<file path="src/rtl/avmm_mul_initiator.sv">
// avmm_mul_initiator
// Avalon-MM write initiator for the doubling-multiplier slave
// (reg 0 = A, reg 1 = B, conduit R = A*B*2).
// The block takes one operand pair, writes A then B, waits SETTLE cycles after
// the B write completes, captures R and then offers it on a valid/ready output.
//
// Ports:
//   clk, srst             clock, synchronous active-high reset
//   in_valid/in_ready     operand pair handshake; in_a, in_b are the operands
//   avm_m0_*              Avalon-MM write initiator (address, write, writedata,
//                         waitrequest)
//   R_in                  conduit result from the slave
//   res_valid/res_ready   result handshake; res_data is the captured R
//   txn_count             completed result handshakes, wraps at 16 bits
//
// state | meaning
// ------+----------------------------------------------------------
// IDLE  | in_ready high, waiting for an operand pair
// WR_A  | writing operand A to address 0, held while waitrequest
// WR_B  | writing operand B to address 1, held while waitrequest
// WAIT  | settle down-counter running; R_in captured at terminal count
// DONE  | res_valid high, waiting for res_ready
module avmm_mul_initiator #(
    parameter int N      = 32,
    parameter int SETTLE = 2
) (
    input  logic         clk,
    input  logic         srst,
    input  logic         in_valid,
    output logic         in_ready,
    input  logic [N-1:0] in_a,
    input  logic [N-1:0] in_b,
    output logic [7:0]   avm_m0_address,
    output logic         avm_m0_write,
    output logic [N-1:0] avm_m0_writedata,
    input  logic         avm_m0_waitrequest,
    input  logic [N-1:0] R_in,
    output logic         res_valid,
    input  logic         res_ready,
    output logic [N-1:0] res_data,
    output logic [15:0]  txn_count
);

    typedef enum logic [2:0] {IDLE, WR_A, WR_B, WAIT, DONE} state_t;

    state_t       state_q, state_d;
    logic [3:0]   cnt_q, cnt_d;
    logic [N-1:0] op_b_q, op_b_d;

    logic         in_ready_d;
    logic         write_d;
    logic [7:0]   address_d;
    logic [N-1:0] writedata_d;
    logic         res_valid_d;
    logic [N-1:0] res_data_d;
    logic [15:0]  txn_count_d;

    logic wr_done;
    logic accept;
    logic res_hs;

    assign wr_done = avm_m0_write && !avm_m0_waitrequest;
    assign accept  = in_valid && in_ready;
    assign res_hs  = res_valid && res_ready;

    // State and all output registers; every output is a flop.
    always_ff @(posedge clk) begin
        if (srst) begin
            state_q          <= IDLE;
            cnt_q            <= '0;
            op_b_q           <= '0;
            in_ready         <= 1'b0;
            avm_m0_write     <= 1'b0;
            avm_m0_address   <= '0;
            avm_m0_writedata <= '0;
            res_valid        <= 1'b0;
            res_data         <= '0;
            txn_count        <= '0;
        end else begin
            state_q          <= state_d;
            cnt_q            <= cnt_d;
            op_b_q           <= op_b_d;
            in_ready         <= in_ready_d;
            avm_m0_write     <= write_d;
            avm_m0_address   <= address_d;
            avm_m0_writedata <= writedata_d;
            res_valid        <= res_valid_d;
            res_data         <= res_data_d;
            txn_count        <= txn_count_d;
        end
    end

    always_comb begin
        state_d = state_q;
        case (state_q)
            IDLE:    if (accept)     state_d = WR_A;
            WR_A:    if (wr_done)    state_d = WR_B;
            WR_B:    if (wr_done)    state_d = WAIT;
            WAIT:    if (cnt_q == 0) state_d = DONE;
            DONE:    if (res_hs)     state_d = IDLE;
            default:                 state_d = IDLE;
        endcase
    end

    // Next values for the registered outputs, derived from the state being
    // entered so that each output is valid in the same cycle as its state.
    always_comb begin
        in_ready_d  = (state_d == IDLE);
        res_valid_d = (state_d == DONE);
        write_d     = 1'b0;
        address_d   = avm_m0_address;
        writedata_d = avm_m0_writedata;
        cnt_d       = cnt_q;
        op_b_d      = op_b_q;
        res_data_d  = res_data;
        txn_count_d = txn_count;

        case (state_d)
            WR_A: begin
                write_d   = 1'b1;
                address_d = 8'd0;
                // A goes straight into writedata on the accepting edge.
                if (state_q == IDLE) begin
                    writedata_d = in_a;
                    op_b_d      = in_b;
                end
            end
            WR_B: begin
                write_d     = 1'b1;
                address_d   = 8'd1;
                writedata_d = op_b_q;
            end
            default: ;
        endcase

        if (state_q == WR_B && wr_done)
            cnt_d = 4'(SETTLE - 1);
        else if (state_q == WAIT && cnt_q != 0)
            cnt_d = cnt_q - 4'd1;

        if (state_q == WAIT && cnt_q == 0)
            res_data_d = R_in;

        if (state_q == DONE && res_hs)
            txn_count_d = txn_count + 16'd1;
    end

endmodule

</file>
<file path="config.mk">
export PLATFORM = sky130hd
export DESIGN_NAME = avmm_mul_initiator
export DESIGN_NICKNAME = d
export VERILOG_FILES = /design/src/rtl/avmm_mul_initiator.sv
export SDC_FILE = /design/constraint.sdc
export NUM_CORES = 1
export LEC_CHECK = 0
export BUFFER_PORTS_ARGS = -buffer_cell sky130_fd_sc_hd__buf_4
export CAP_MARGIN = 20
export CORE_MARGIN = 2
export CORE_UTILIZATION = 48
export CTS_CLUSTER_SIZE = 24
export DETAILED_ROUTE_END_ITERATION = 10
export HOLD_SLACK_MARGIN = 0.06
export PLACE_DENSITY = 0.83
export SLEW_MARGIN = 10
export SYNTH_ARGS = -nofsm -noshare
export SYNTH_HDL_FRONTEND = slang
export SYNTH_SLANG_ARGS = --single-unit
export TNS_END_PERCENT = 5
</file>
<file path="constraint.sdc">
create_clock -name clk -period 2.75 [get_ports clk]
set_input_delay 0.1375 -clock clk [delete_from_list [all_inputs] [get_ports clk]]
set_output_delay 0.1375 -clock clk [all_outputs]
set_load 0.005 [all_outputs]
</file>
* After elaboration in Yosys (flattened, before gate mapping) *
Cells that the tools add are included.

storage, ports and cells
  register bits after elaboration = 130
  bits of input ports = 101
  output and inout port bits = 91

cells by class
  add/sub/neg operators = 2
  equality and inequality tests = 8
  mux-type cells = 12
  reductions and logical operators = 18

operator list
  kind                   number
  $pmux 32 s2            1
  $mux 32                1
  $add 16x1->16 const B  1
  $pmux 8 s2             1
  $mux 3                 5
  $pmux 3 s5             1
  $eq 3x2->1 const B     3
  $logic_and 1x1->1      7
  $eq 3x1->1 const B     2
  $eq 3x3->1 const B     2
  $logic_not 3->1        2
  $logic_not 4->1        1
  $reduce_and 2->1       2
  $reduce_bool 2->1      2
  $reduce_bool 4->1      1
  $reduce_or 2->1        2
  $sub 4x1->4 const B    1
  $mux 1                 3
  $ne 2x2->1 const B     1
  $logic_not 1->1        1

* Depth between registers and ports, before layout *
  word-level depth = 7
  gate-level depth with buffers = 8

* Worst setup path after synthesis *
OpenSTA, ideal clock, no wires.

  path type = reg2reg
  start point = reg cnt_q[0]
  end point = reg res_data[16]
  library setup time = 0.070 ns
  data arrival time = 1.564 ns
  data required time = 2.680 ns
  path slack = 1.115 ns
  cell stages (with the launch flop) = 9
  path buffers = 2
  path through = dfxtp_1 > inv_1 > ha_1 > nor3b_1 > and3_1 > clkbuf_1 > buf_2 > nand2_1 > a21oi_1

on the way
  longest elaborated chain between the ends = 2

RTL lines
  element                   line  source
  start: declaration        47    logic [3:0] cnt_q, cnt_d;
  start signal: assignment  81    cnt_q <= cnt_d;
  $logic_not 4->1           141   if (state_q == WAIT && cnt_q == 0)
  $logic_and 1x1->1         141
  end signal: assignment    88    res_data <= res_data_d;
  end: declaration          40    output logic [N-1:0] res_data,

No other way between the ends.
A chain may end at the register's enable or synchronous reset.

* Final worst setup path *
  start point = reg state_q[0]
  end point = reg avm_m0_writedata[19]

on the way
  longest elaborated chain between the ends = 5
  elaborated cells between the ends (all ways) = 17
  classes of those cells = 7 x eq/ne; 7 x mux; 3 x reduce/logical

RTL lines
  element                                                           line  source
  start: declaration                                                46    state_t state_q, state_d;
  start signal: assignment                                          80    state_q <= state_d;
  $eq 3x3->1, or another cell as far along                          95    case (state_q)
  $pmux 3 s5                                                        95
  $eq 3x1->1 / $eq 3x2->1 (equally long branches)                   118   case (state_d)
  $ne 2x2->1 (no line) / $reduce_bool 2->1 (equally long branches)  -
  $reduce_and 2->1 (no line)                                        -
  end signal: assignment                                            86    avm_m0_writedata <= writedata_d;
  end: declaration                                                  35    output logic [N-1:0] avm_m0_writedata,

Several ways; a longest one is shown, not always the timed one.

==> impl_results.md <==
- Syn Inst Count: 621
- Max Freq: 435 MHz
- Largest net degree at the start of global routing: 67
- CTS Buf Count: 17
- Overflow after GRT: 0
- Hold crit path type: input port to register
- RD Place Congestion: 0.826
- Cell with the most instances after synthesis: nand2_1
- Crit path from: state_q[0]
- Worst Tran Pin Value: 1.02 ns
- Final wirelength: 16.9 mm
- Worst setup EP type: register
- Slew headroom: 32.3%
- Hpwl dp: 9.45 mm
- # rows: 38
- Antenna Cells: 0
- Final Power: 0.00502 W
- CTS tree: built
- WP data arrival: 2.62 ns
- H-tree depth: 4
- Die X: 109 um
- Number of DRC markers in iteration 0: 446
- RSZ-0062 raised after global routing: false
- DR WL/cell: 16.4 um
- Synth async-reset ratio: 0%
- Setup TNS: 0 ns
- Input/output buffers: 184
- Worst EP required: 3.07 ns
- Total placed cells including tap cells: 901
- Area of the multi-input gates: 2480 um2
- Vias/cell: 5.41
- Area delta synth->final: 55.4%
- Fin. max-slew vios: 0
- Fin. Hold Viols: 0
- Netlist cell types: 45
- Leak pwr: 3.33 nW
- Share of layout cells above drive strength 1: 29.1%
- Max-cap violations: 0
- Mean area per synthesized cell: 8.44 um2
- Clk slew on worst S/H paths: 0.06 ns
- Period utilization: 83.7%
- Min Tclk post-route: 2.30 ns
- Flop-to-flop setup slack: 0.45 ns
- Crit path capture: avm_m0_writedata[19]
- Vias in the first global route: 5463
- Yosys top cell by area: dfxtp_1
- Post-Place Worst Slack: 0.500 ns
- Top-level I/O count: 192
- Filler cells: 726
- Initial Utilization: 48.8%
- CP Launch Type: register
- Synth warn: 0
- Clk_lat worst skew: 0.52 ns
- Status: finished clean
- GRT Total Usage: 28.1%
- Nets@finish: 981
- Pwr dens: 617 nW/um2
- FF-to-FF End: avm_m0_writedata[19]
- Synth cell count leaders: 199 x nand2_1, 123 x dfxtp_1, 70 x a21oi_1
- Routed vias: 5574
- CORE AREA: 10700 um2
- Reg2Reg Launch Point: state_q[0]
- Leading register cell type out of synthesis: dfxtp_1
- Synth Cell Area: 5240 um2
- Root cell of the clock tree: clkbuf_8
- # DRC: 0
- Drt first pass iters: 6
- Die height: 109 um
- Post-synthesis sequential area ratio: 47.0%
- Post-synth top area share: 47.0%
- #FFs+latches synth: 123
- Sink Count: 123
- WHS: 0.145 ns
- Antenna violations before repair: 0
- Final WS setup: 0.449 ns
- First-pass GRT wire length: 25.9 mm
- DRT antenna net count: 0
- Max IR drop VDD: 0.371 mV
- Top cells by area, synth: dfxtp_1 47%, nand2_1 14%, a311oi_2 8.3%
- Storage cell area: 2460 um2
- EDFF count, synth: 0
- Final Non-Filler Cells: 1031
- Clock skew: 0.00601 ns
- CP max FO: 34
- CTS max path bufs: 2
- CP Class: register to register
- R2r worst-path depth: 4
- Die area: 11800 um2
- Final setup viols: 0
-- cells in the final DEF, fill, tap and decap left out, types with 2 or more instances in the layout --
master	n
nor2b_1	5
clkinv_4	2
o21ai_0	5
clkbuf_1	3
conb_1	7
a311oi_1	6
dfxtp_1	123
a221oi_1	3
nand3_1	5
buf_4	189
and3_1	7
clkinvlp_4	3
nor3_1	35
clkinv_2	3
or3_1	3
nor2_1	21
a311oi_2	29
ha_1	2
nand2b_1	2
clkbuf_8	2
nor4_4	2
inv_1	6
clkbuf_16	16
xor2_1	7
dlygate4sd3_1	98
bufinv_16	3
nand4_1	8
nand2_1	199
a21oi_1	70
and4_1	2
a41o_1	3
xnor2_1	3
-- registers in the layout, summed over array words and instances (netlist names) --
name              count
avm_m0_writedata     32
op_b_q               32
res_data             32
txn_count            16
cnt_q                 4
state_q               3
avm_m0_address        1
avm_m0_write          1
in_ready              1
res_valid             1
-- worst max-delay path, stage by stage (launching register included) --
cell      delay, ns
dfxtp_1        0.73
nor2b_1        0.13
a21oi_2        0.17
or2_2          0.79
a311oi_2       0.26
-- power breakdown --
part | internal [W] | switching, W
clock network | 0.00140 | 0.000805
registers | 0.00191 | 0.0000956
logic | 0.000428 | 0.000388
total | 0.00374 | 0.00129
-- worst min-delay path by stage --
stage,startpoint,endpoint,cells past startpoint
2_1_floorplan,in_b[0],op_b_q[0],2
3_3_place_gp,R_in[24],res_data[24],3
3_5_place_dp,in_b[3],op_b_q[3],3
4_1_cts,srst,state_q[0],2
5_1_grt,srst,state_q[0],2
6_report,srst,state_q[0],2
-- cell families after synthesis --
kind of cell,after synthesis,synth area share [%]
AOI/OAI and AO/OA,122,18.6
xor gates and xnor gates,10,1.67
adders and majority gates,2,0.477
buffers and inverters,62,6.09
DFF,123,47.0
muxes,2,0.406
other,1,0.0715
and+or+nand+nor,299,25.7
-- per-layer routing --
metal	routed length (um)	global-route usage, %
met5	0	0
met4	646	14.3
met3	779	5.79
met2	8970	50.9
met1	6510	30.9
-- repair_timing --
action                                 4_1_cts  5_1_grt
hold buffers                                98        0
endpoints found under the hold margin      100        0
resized for setup                            0        0
setup buffers                                0        0
-- final cells by class --
class / instances / area share, %
Timing Repair Buffer: 288 / 29.7
Sequential cell: 123 / 30.2
Clock inverter: 11 / 1.78
Tap cell: 140 / 2.15
Clock buffer: 21 / 5.39
Multi-Input combinational cell: 442 / 30.5
Inverter: 6 / 0.276
-- through the flow --
step	cell area (um2)	util, %
CTS	8150	75.8
detailed placement	6580	61.3
global route	8150	75.8
global placement	6580	61.3
finish	8150	75.8
floorplan	5270	-
No activity file was read; power rests on OpenSTA's default activity.
